[config.mk]
export PLATFORM = sky130hd
export DESIGN_NAME = piso_reg_reader
export DESIGN_NICKNAME = d
export VERILOG_FILES = /design/src/rtl/piso_reg_reader.sv
export SDC_FILE = /design/constraint.sdc
export NUM_CORES = 1
export LEC_CHECK = 0
export ABC_CLOCK_PERIOD_IN_PS = 1700
export CAP_MARGIN = 20
export CORE_MARGIN = 4
export CORE_UTILIZATION = 40
export DETAILED_ROUTE_END_ITERATION = 12
export PLACE_DENSITY = 0.77
export RECOVER_POWER = 100
export SKIP_CTS_REPAIR_TIMING = 1
export SLEW_MARGIN = 20
export SYNTH_ARGS = -nofsm -noshare
export SYNTH_HDL_FRONTEND = slang
export SYNTH_SLANG_ARGS = --single-unit
export TNS_END_PERCENT = 50
[constraint.sdc]
create_clock -name clk -period 1.7 [get_ports clk]
set_input_delay 0.34 -clock clk [delete_from_list [all_inputs] [get_ports clk]]
set_output_delay 0.34 -clock clk [all_outputs]
set_load 0.01 [all_outputs]
[src/rtl/piso_reg_reader.sv]
// Parallel-in serial-out unload stage: captures one W-bit word through a valid/ready load
// handshake, then shifts it out one bit per accepted beat. Optional parity beat: PISO_PARITY_EN.
module piso_reg_reader #(
    parameter int W         = 4,
    parameter bit MSB_FIRST = 1'b1
) (
    input  logic         clk,
    input  logic         rst_n,
    input  logic         ce,
    input  logic [W-1:0] d,
    input  logic         load_valid,
    output logic         load_ready,
    output logic         sout,
    output logic         sout_valid,
    input  logic         sout_ready,
    output logic         sout_last,
    output logic         busy
);

    localparam int             CW       = $clog2(W);
    localparam logic [CW-1:0]  CNT_LAST = CW'(W - 1);
    localparam logic [1:0]     ST_IDLE  = 2'd0;
    localparam logic [1:0]     ST_SHIFT = 2'd1;
`ifdef PISO_PARITY_EN
    localparam logic [1:0]     ST_PAR   = 2'd2;
`endif

    logic [1:0]    state_r, state_s;
    logic [W-1:0]  shreg_r, shreg_s, shifted_s;
    logic [CW-1:0] cnt_r, cnt_s;
    logic          sout_r, sout_s;
    logic          sout_valid_r, sout_valid_s;
    logic          sout_last_r, sout_last_s;
    logic          busy_r, busy_s;
    logic          load_ready_r, load_ready_s;
    logic          load_xfer_s, bit_xfer_s;
`ifdef PISO_PARITY_EN
    logic          parity_r, parity_s;

    function automatic logic even_parity(input logic [W-1:0] w);
        return ^w;
    endfunction
`endif

    function automatic logic first_bit(input logic [W-1:0] w);
        return MSB_FIRST ? w[W-1] : w[0];
    endfunction

    function automatic logic [W-1:0] shift_once(input logic [W-1:0] w);
        return MSB_FIRST ? {w[W-2:0], 1'b0} : {1'b0, w[W-1:1]};
    endfunction

    // Next-state logic; ce gating is applied at the register stage.
    always_comb begin
        state_s      = state_r;
        shreg_s      = shreg_r;
        cnt_s        = cnt_r;
        sout_s       = sout_r;
        sout_valid_s = sout_valid_r;
        sout_last_s  = sout_last_r;
        busy_s       = busy_r;
        load_ready_s = load_ready_r;
`ifdef PISO_PARITY_EN
        parity_s     = parity_r;
`endif
        shifted_s    = shift_once(shreg_r);
        load_xfer_s  = load_valid & load_ready_r;
        bit_xfer_s   = sout_valid_r & sout_ready;

        case (state_r)
            ST_IDLE: begin
                if (load_xfer_s) begin
                    state_s      = ST_SHIFT;
                    shreg_s      = d;
                    cnt_s        = '0;
                    load_ready_s = 1'b0;
                    sout_valid_s = 1'b1;
                    busy_s       = 1'b1;
                    sout_s       = first_bit(d);
                    sout_last_s  = 1'b0;
`ifdef PISO_PARITY_EN
                    parity_s     = even_parity(d);
`endif
                end else begin
                    load_ready_s = 1'b1;
                end
            end
            ST_SHIFT: begin
                if (bit_xfer_s && (cnt_r == CNT_LAST)) begin
                    cnt_s = '0;
`ifdef PISO_PARITY_EN
                    state_s     = ST_PAR;
                    sout_s      = parity_r;
                    sout_last_s = 1'b1;
`else
                    state_s      = ST_IDLE;
                    sout_s       = 1'b0;
                    sout_valid_s = 1'b0;
                    sout_last_s  = 1'b0;
                    busy_s       = 1'b0;
                    load_ready_s = 1'b1;
`endif
                end else if (bit_xfer_s) begin
                    shreg_s     = shifted_s;
                    cnt_s       = cnt_r + CW'(1);
                    sout_s      = first_bit(shifted_s);
                    sout_last_s = ((cnt_r + CW'(1)) == CNT_LAST);
                end else begin
                    state_s = ST_SHIFT;
                end
            end
`ifdef PISO_PARITY_EN
            ST_PAR: begin
                if (bit_xfer_s) begin
                    state_s      = ST_IDLE;
                    sout_s       = 1'b0;
                    sout_valid_s = 1'b0;
                    sout_last_s  = 1'b0;
                    busy_s       = 1'b0;
                    load_ready_s = 1'b1;
                end else begin
                    state_s = ST_PAR;
                end
            end
`endif
            default: begin
                state_s      = ST_IDLE;
                cnt_s        = '0;
                sout_s       = 1'b0;
                sout_valid_s = 1'b0;
                sout_last_s  = 1'b0;
                busy_s       = 1'b0;
                load_ready_s = 1'b0;
            end
        endcase
    end

    // State registers: async reset, every update qualified by ce.
    always_ff @(posedge clk or negedge rst_n) begin
        if (!rst_n) begin
            state_r      <= ST_IDLE;
            shreg_r      <= '0;
            cnt_r        <= '0;
            sout_r       <= 1'b0;
            sout_valid_r <= 1'b0;
            sout_last_r  <= 1'b0;
            busy_r       <= 1'b0;
            load_ready_r <= 1'b0;
`ifdef PISO_PARITY_EN
            parity_r     <= 1'b0;
`endif
        end else if (ce) begin
            state_r      <= state_s;
            shreg_r      <= shreg_s;
            cnt_r        <= cnt_s;
            sout_r       <= sout_s;
            sout_valid_r <= sout_valid_s;
            sout_last_r  <= sout_last_s;
            busy_r       <= busy_s;
            load_ready_r <= load_ready_s;
`ifdef PISO_PARITY_EN
            parity_r     <= parity_s;
`endif
        end
    end

    assign load_ready = load_ready_r;
    assign sout       = sout_r;
    assign sout_valid = sout_valid_r;
    assign sout_last  = sout_last_r;
    assign busy       = busy_r;

endmodule

-- Word-level counts from Yosys, hierarchy flattened
Index checks and enable logic that the tools add are counted.
- logic and storage cells: 53
- output and inout bits: 5
- register bits: 11
- input port bits: 9
- bitwise operators: 2
- eq/ne operators: 9
- add/subtract/negate cells: 1
- mux-type cells: 26
- reduce and logical (&&, ||, !) cells: 8
- operators with widths (operator ; count):
    $mux W2 ; 6
    $mux W1 ; 10
    $mux W3 ; 3
    $reduce_and A3 Y1 ; 3
    $ne A2 B2 Y1 const B ; 4
    $pmux W1 S2 ; 4
    $pmux W2 S2 ; 2
    $ne A3 B3 Y1 const B ; 2
    $pmux W3 S2 ; 1
    $reduce_and A5 Y1 ; 1
    $eq A2 B2 Y1 const B ; 2
    $add A2 B1 Y2 const B ; 1
    $and A1 B1 Y1 ; 2
    $eq A2 B1 Y1 const B ; 1
    $logic_not A2 Y1 ; 1
    $reduce_and A2 Y1 ; 1
    $reduce_bool A2 Y1 ; 1
    $logic_and A1 B1 Y1 ; 1

-- Longest topological paths before layout
Gate-level depths: netlist of run 1.
- depth in word-level cells: 5
- gate-level depth with buffers: 4
- gate-level depth less buffers: 4

-- Least setup slack after synthesis of run 1
OpenSTA, ideal clock, no wires.
- path kind: register to register
- start point: register state_r[0]
- end point: register cnt_r[1]
- cell stages (with the launch flop): 5
- setup time: 0.125 ns
- arrival: 1.275 ns
- path slack: 0.300 ns
- required time: 1.575 ns
- period minus slack after synthesis: 1.400 ns
- path through: dfrtp_1 > buf_6 > and4b_4 > a41o_2 > mux2_4
- word-level cells in the longest chain between the ends: 3
- elaborated cells between the ends (all ways): 6
- those cells by class: eq/ne: 3; mux: 1; reduce/logical: 2
- ends and longest elaborated chain (item ; line ; RTL):
    start: declaration ; 28 ; logic [1:0] state_r, state_s;
    start signal: assignment ; 153 ; state_r <= state_s;
    $eq A2 B1 Y1 / $logic_not A2 Y1 (equally long branches) ; 70 ; case (state_r)
    $ne A3 B3 Y1 (no line) / $ne A2 B2 Y1 (equally long branches) ; n/a ;
    $reduce_and A3 Y1 (no line) ; n/a ;
    end signal: assignment ; 155 ; cnt_r <= cnt_s;
    end: declaration ; 30 ; logic [CW-1:0] cnt_r, cnt_s;
Several ways; a longest one is shown, not always the timed one.
A chain may end at the register's enable or synchronous reset.

-- Worst setup path in the final report of run 1
- start point: register busy_r (netlist: busy)
- end point: output busy
- RTL lines (item ; line ; RTL):
    start: declaration ; 34 ; logic busy_r, busy_s;
    start signal: assignment ; 159 ; busy_r <= busy_s;
    end: declaration ; 17 ; output logic busy
No word-level cell between the ends.

==> results of run 1 <==
## cell families after synthesis
kind of cell               share of synthesized area (%)
and+or+nand+nor                                     15.4
AOI/OAI and AO/OA                                   16.6
DFF                                                 46.0
buffers and inverters                               6.44
muxes                                               11.0
adders and majority gates                           4.60
## cell usage after synthesis, drive strengths merged
cell	count	area share, %
and4b	1	2.5
a21oi	4	3.7
inv	3	2.1
nand2b	1	1.2
a31oi	2	2.3
mux2i	3	5.5
mux2	2	5.5
a41o	1	2.1
nand3	2	1.8
buf	3	4.4
dfrtp	10	46
nand4	1	1.2
and2	2	2.8
nand2	2	1.4
a22o	1	1.8
o21ba	1	3.0
a221o	2	3.7
and4	1	1.8
ha	2	4.6
nor2	4	2.8
## sequential cells by signal, indices dropped and copies added, names as in the netlist
name / count
sout_last: 1
cnt_r: 2
load_ready: 1
shreg_r: 3
sout: 1
busy: 1
state_r: 1
## path summary, 6_finish.rpt
path | startpoint | to | slack, ns
worst max-delay path | busy$_DFFE_PN0P_ | busy | 0.1
worst min-delay path | rst_n | sout$_DFFE_PN0P_ | 0.45
worst max register to register | cnt_r[1]$_DFFE_PN0P_ | shreg_r[2]$_DFFE_PN0P_ | 0.24
worst min register to register | sout$_DFFE_PN0P_ | sout$_DFFE_PN0P_ | 0.52
max in group asynchronous | rst_n | busy$_DFFE_PN0P_ | 0.91
min in group clk | sout$_DFFE_PN0P_ | sout$_DFFE_PN0P_ | 0.52
## per-stage QoR
stage          setup TNS [ns]  util [%]
6_report                    0      56.0
5_1_grt                     0      56.0
4_1_cts                     0      57.8
3_5_place_dp          -0.0692      55.0
3_3_place_gp                0      55.0
2_1_floorplan               0         -
## cell usage in the layout, fill, tap and decap left out, drive strengths merged, types with 2 or more instances in the layout
master | Yosys | routed
dfrtp | 10 | 10
mux2i | 3 | 3
clkbuf | 0 | 7
buf | 3 | 2
a21oi | 4 | 4
a31oi | 2 | 2
and2 | 2 | 2
nor2 | 4 | 4
dlygate4sd3 | 0 | 4
ha | 2 | 2
nand2 | 2 | 2
clkdlybuf4s50 | 0 | 9
nand3 | 2 | 2
a221o | 2 | 2
mux2 | 2 | 2
inv | 3 | 3
## routing by layer
| layer | GRT usage [%] | vias up | share of wire, % |
|---|---|---|---|
| li1 | - | 213 | - |
| met1 | 16.4 | 227 | 44 |
| met2 | 20.3 | 17 | 49 |
| met3 | 4.78 | 4 | 4.3 |
| met4 | 12.3 | 0 | 3.0 |
| met5 | 0 | - | 0 |
## area by class of cell
| type | count | area [sq um] | share of cell area, % |
|---|---|---|---|
| well taps | 15 | 18.8 | 2.61 |
| multi-input cells | 32 | 245 | 34.1 |
| flip-flops and latches | 10 | 251 | 35.0 |
| clock buffers | 4 | 36.3 | 5.04 |
| inverters | 3 | 11.3 | 1.57 |
| repair buffers | 18 | 156 | 21.7 |
## power by group
group,switching (mW),internal (mW)
logic,0.114,0.148
registers,0.0630,0.324
clock network,0.0899,0.130
total,0.267,0.602
==> qor.csv, run 1 <==
stage;metric;value;unit
outcome;status;complete, no violations;
drt;vias;461;
grt;grt_max_degree;11;
synthesis;syn_nets;59;
final_layout;area_growth;32.2;%
timing;tightest_slew;0.461;ns
clock_tree;path_clk_slew;0.07;ns
final_layout;antenna_cells;0;
final_layout;n_fill_cell;121;
setup_path;critPathBufInv;1;
synthesis;ys_seq_area_share;46.0;%
timing;setup_viol;0;
place;pre_cts_ws;-0.0262;ns
power_and_ir_drop;power;0.869;mW
drt;avgRoutedWirePerCell;14.4;microns
grt;antenna_found_initial;0;
setup_path;worstPathMaxFanout;8;
run;cap_violations;0;
timing;slew_headroom;69.1;%
setup_path;path_cells;clkdlybuf4s50_1;
timing;finClkSkew;0.000961;ns
place;place_congestion;0.830;
drt;finalWirelength;1180;microns
setup_path;ff2ff_path_depth;4;
place;dpl_cell_area;707;sq um
synthesis;ys_types;22;
floorplan;fp.dieH;44.9;microns
drt;vias_per_cell;5.62;
setup_path;cpPeakStageDelay;0.56;ns
final_layout;fin_nets;79;
place;dp_cells;78;
clock_tree;clock-sinks;10;
drt;drc;0;
timing;slew_violations;0;
floorplan;die_w;44.9;microns
timing;fin_crit_sh;94.4;%
grt;grt-ovfl-total;0;
synthesis;syn-instance-count;48;
final_layout;drive_gt1_share;19.4;%
final_layout;final_area;719;sq um
hold_path;worstHoldPathType;in -> async;
drt;ant_nets;0;
timing;rsz0062_at_grt;no;
place;hpwl;905;microns
timing;hold_ws;0.453;ns
setup_path;start_kind;register;
floorplan;fp.coreArea;1280;sq um
timing;fin_crit;1.60;ns
clock_tree;cts_tree;built;
grt;first_global_vias;420;
floorplan;start_util;42.4;%
setup_path;crit_type;reg -> out;
synthesis;synth-seq-cells;10;
final_layout;final_cells;82;
timing;hold_viol_final;0;
synthesis;syn_area;544;sq um
setup_path;worst_setup_path_end_kind;output pin;
floorplan;io_pins;14;
setup_path;critical-path-top-delay-family;buffers and inverters;
power_and_ir_drop;power_density;1210;nW/um^2
clock_tree;cts_inserted_buffers;3;
grt;grt_use_total;14.1;%
drt;first_pass_iters;4;
place;port-buffer-count;13;
floorplan;rows;13;
floorplan;die_area;2010;sq um
setup_path;worstPathArrival;1.26;ns
clock_tree;root_buffer;clkbuf_4;
clock_tree;h-tree-depth;1;
timing;fmax;623;MHz
clock_tree;clk_path_buf_depth;2;
setup_path;critPathSlowestCell;clkdlybuf4s50_1;
timing;fin_ws;0.0958;ns
power_and_ir_drop;vdd_drop_max;571;uV
setup_path;critical_path_depth;1;
drt;drtIter0Drc;7;
setup_path;worst-endpoint-required;1.36;ns
synthesis;ys_warn_count;0;
synthesis;synth_area_per_cell;11.3;sq um
grt;grt_first_pass_wirelength;1880;microns
power_and_ir_drop;power.leakage;0.331;nW
clock_tree;insertion_delay;0.27;ns
Power figures use the tool's default switching activity.
==> run 2: changes to the inputs <==
--- a/config.mk
+++ b/config.mk
@@ -12,3 +12,3 @@
 export DETAILED_ROUTE_END_ITERATION = 12
-export PLACE_DENSITY = 0.77
+export PLACE_DENSITY_LB_ADDON = 0.2
 export RECOVER_POWER = 100
--- a/constraint.sdc
+++ b/constraint.sdc
@@ -3,2 +3,2 @@
 set_output_delay 0.34 -clock clk [all_outputs]
-set_load 0.01 [all_outputs]
+set_load 0.05 [all_outputs]
==> qor.csv, run 2 (synthesis results as in run 1) <==
stage;metric;value;unit
final_layout;largest_registers;shreg_r (3), cnt_r (2);
clock_tree;clk_path_buf_depth;2;
final_layout;utilization;54.9;%
setup_path;startpoint;busy$_DFFE_PN0P_;
power_and_ir_drop;intPower;0.573;mW
floorplan;start_util;42.4;%
drt;top_layer;met4;
final_layout;drive_gt1_share;23.9;%
setup_path;worstPathArrival;1.19;ns
floorplan;die_area;2010;sq um
outcome;status;complete, no violations;
final_layout;largest_register_ffs;3;
drt;drtIter0Drc;5;
final_layout;layout_commonest_cell;dfrtp_1;
drt;first_pass_iters;4;
power_and_ir_drop;vdd_drop_max;659;uV
grt;antenna_found_initial;0;
floorplan;fp.dieH;44.9;microns
drt;vias;431;
timing;setup_viol;0;
drt;met2_length;518;microns
setup_path;ff2ff_path_depth;4;
timing;fin_crit_sh;90.2;%
place;hpwl;944;microns
clock_tree;insertion_delay;0.27;ns
drt;m1WireLength;562;microns
power_and_ir_drop;swShare;38.3;%
setup_path;r2r_start;cnt_r[1]$_DFFE_PN0P_;
timing;slew_headroom;60.5;%
drt;route.met3.wl;127;microns
place;dpl_cell_area;719;sq um
grt;first_global_vias;418;
run;cap_violations;0;
timing;hold_viol_final;0;
floorplan;fp.coreArea;1280;sq um
grt;grt_use_total;14.0;%
power_and_ir_drop;pwr-share-comb;35.5;%
clock_tree;cts_inserted_buffers;3;
setup_path;path_cells;dlymetal6s2s_1;
drt;ant_nets;0;
final_layout;antenna_cells;0;
drt;avgRoutedWirePerCell;14.9;microns
place;port-buffer-count;13;
clock_tree;path_clk_slew;0.07;ns
grt;grt_first_pass_wirelength;1940;microns
final_layout;area_growth;29.7;%
clock_tree;cts_tree;built;
place;place_congestion;0.717;
floorplan;rows;13;
setup_path;cpPeakStageDelay;0.47;ns
timing;fin_crit;1.53;ns
floorplan;io_pins;14;
final_layout;final_area;706;sq um
clock_tree;h-tree-depth;1;
timing;slew_violations;0;
setup_path;r2r_end;shreg_r[2]$_DFFE_PN0P_;
power_and_ir_drop;power.leakage;0.351;nW
drt;vias_per_cell;5.26;
setup_path;worst_setup_path_end_kind;output pin;
setup_path;worst-endpoint-required;1.36;ns
setup_path;crit_type;reg -> out;
setup_path;critical-path-top-delay-family;flip-flops;
clock_tree;clock-sinks;10;
timing;tightest_slew;0.595;ns
setup_path;worstPathMaxFanout;8;
floorplan;die_w;44.9;microns
grt;grt-ovfl-total;0;
timing;fin_ws;0.167;ns
setup_path;r2r_slack;0.28;ns
power_and_ir_drop;power_density;1320;nW/um^2
power_and_ir_drop;p_sw;0.356;mW
place;pre_cts_ws;-0.0211;ns
final_layout;fin_nets;79;
timing;fmax;652;MHz
timing;rsz0062_at_grt;no;
grt;grt_max_degree;11;
setup_path;start_kind;register;
clock_tree;root_buffer;clkbuf_4;
setup_path;critPathSlowestCell;dfrtp_1;
final_layout;layout_common_cells;dfrtp_1 (10), clkdlybuf4s50_1 (7), nor2_1 (4), a21oi_1 (4), clkbuf_4 (4);
timing;finClkSkew;0.00649;ns
power_and_ir_drop;pwr-share-clk;22.9;%
final_layout;regMostFlops;shreg_r;
drt;finalWirelength;1220;microns
hold_path;worstHoldPathType;in -> async;
setup_path;critPathBufInv;1;
power_and_ir_drop;seqPwrFrac;41.6;%
drt;drc;0;
[run 2: worst max-delay path by stage]
stage | to | slack, ns | cells past startpoint
6_report | busy | 0.17 | 1
5_1_grt | busy | 0.12 | 1
4_1_cts | cnt_r[1]$_DFFE_PN0P_ | 0.27 | 4
3_5_place_dp | shreg_r[1]$_DFFE_PN0P_ | -0.02 | 5
3_3_place_gp | sout$_DFFE_PN0P_ | -0.03 | 4
2_1_floorplan | cnt_r[1]$_DFFE_PN0P_ | 0.12 | 3
[run 2: area by class of cell]
type | count | area, sq um
tap | 15 | 18.8
timing repair buffer | 18 | 144
multi-input combinational | 32 | 245
inverter | 3 | 11.3
fill | 121 | 579
clock buffer | 4 | 36.3
sequential | 10 | 250
[run 2: power by group through the flow]
stage	combinational (mW)	sequential [mW]	clock (mW)
2_1_floorplan	0.155	0.485	0
3_3_place_gp	0.366	0.386	0
3_5_place_dp	0.377	0.392	0
4_1_cts	0.378	0.389	0.221
5_1_grt	0.362	0.400	0.228
6_report	0.330	0.386	0.213
[run 2: through the flow]
step | setup TNS [ns] | hold WS, ns | total power, mW | cells
finish | 0 | 0.448 | 0.929 | 82
global route | 0 | 0.476 | 0.991 | 82
CTS | 0 | 0.384 | 0.988 | 82
detailed placement | -0.0540 | 0.504 | 0.770 | 78
global placement | -0.0775 | 0.497 | 0.752 | 78
floorplan | 0 | 0.0444 | 0.640 | 48
[run 2: layer usage]
metal | global-route usage [%] | up-vias
met5 | 0 | -
met4 | 5.26 | 0
met3 | 7.57 | 2
met2 | 20.1 | 17
met1 | 17.9 | 201
li1 | - | 211
==> RTL edit (config.mk and constraints of run 2) <==
Set the parameter `W` to 8 (it was 4).
--- a/src/rtl/piso_reg_reader.sv
+++ b/src/rtl/piso_reg_reader.sv
@@ -1,7 +1,7 @@
 // Parallel-in serial-out unload stage: captures one W-bit word through a valid/ready load
 // handshake, then shifts it out one bit per accepted beat. Optional parity beat: PISO_PARITY_EN.
 module piso_reg_reader #(
-    parameter int W         = 4,
+    parameter int W         = 8,
     parameter bit MSB_FIRST = 1'b1
 ) (
     input  logic         clk,
Interface: changed (resized d); port bits go from 14 to 18. The function was not compared with the original's and may differ.
==> RTL edit against run 2 <==
The flow now finishes with violations (negative setup slack); maximum frequency shrank 10%; sequential cell count rose by 5; non-clock buffer count rose by 13; critical path depth increased by 5; hold slack gained 63 ps; die area is 35% higher; sequential share of layout area shrank 2.7 points; setup slack worse by 180 ps; synthesized area is 43% higher; total power rose by 74%; wire length rose by 39%; clock power shrank 3%; cell area is 62% higher; core utilization is 9.3 points higher; largest power group is now combinational logic.
==> RTL edit: results (changes against run 2) <==
----------------------------------------------------
[Status]
  Run status ... complete, but fails checks
  Violated checks ... negative setup slack

[Critical path]
  Arrival time of the worst setup path ... 1880 ps (+690 ps)
  Crit path capture ... shreg_r[2]
  Launching element of the worst setup path ... cnt_r[1]
  Top fanout value on the critical path ... 7 (-1)

[Cells and area]
  Biggest regs ... shreg_r x7, cnt_r x3
  Non-clk bufs ... 31 (+13)
  Register share of the cell area ... 32.8% (-2.7 points)
  Fin cells ... 120 (+46%)
  Number of non-clock inverters ... 4 (+1)
  Clock-cell share of area ... 2.30% (-2.8 points)
  Net total in the final layout ... 112 (+42%)
  Layout cell share with drive strength beyond 1 ... 40.0% (+16 points)

[STA]
  Hold Worst Slack ... 511 ps (+62.6 ps)
  Final setup viols ... 6 (+6)
  Worst Setup Slack, final ... -9.10 ps (-176 ps)
  Setup Skew ... 5.49 ps (-1.00 ps)
  Setup Total Neg Slack ... -32.6 ps (-32.6 ps)

[Power and ir drop]
  VDD IR-drop max ... 0.978 mV (+48%)
  Pleak ... 0.000556 uW (+58%)

[Drt]
  DRC violation total after the first TritonRoute iteration ... 9 (+4)

[Yosys]
  Synthesized net count ... 80 (+36%)
  Flops & latches, synth ... 15 (+5)
  Seq/Total Area, Yosys ... 48.3% (+2.3 points)

[Placement]
  Weighted congestion reported at the end of routability-driven placement ... 0.823 (+15%)
  Half-perimeter wire length after placement ... 1230 um (+30%)

[Global route]
  Global router's overall resource usage ... 13.9% (-0.16 points)

[CTS]
  Post-CTS clock slew at the launch and capture registers of the worst setup and hold paths ... 90 ps (+20 ps)

----------------------------------------------------
## RTL edit: changes by cell type after synthesis, sizes merged, moves of 3 or more
cell   change
mux2      +11
a21oi      -3
dfrtp      +5
o21ai      +3
nor2       -4
## RTL edit: cells by family (layout without fill, tap and decap cells)
logic type      Yosys count  in the layout  share of synthesized area [%]
mux                      15             15                           21.4
flops                    15             15                           48.3
fa+ha+maj                 3              3                           4.83
simple gates             14             14                           10.6
buf+inv                   8             39                           5.15
compound gates            9              9                           9.66
## RTL edit: per-layer routing
metal | vias to the layer above | track usage [%] | share of wire [%]
li1 | 297 | - | -
met1 | 300 | 17.0 | 46
met2 | 18 | 21.8 | 45
met3 | 4 | 3.72 | 6.4
met4 | 0 | 7.86 | 2.4
met5 | - | 0 | 0
## RTL edit: report_power, final
part	switching (uW)	internal (uW)	total, uW
logic	373	442	815
clock network	116	91.1	207
registers	93.2	500	594
total	582	1030	1620
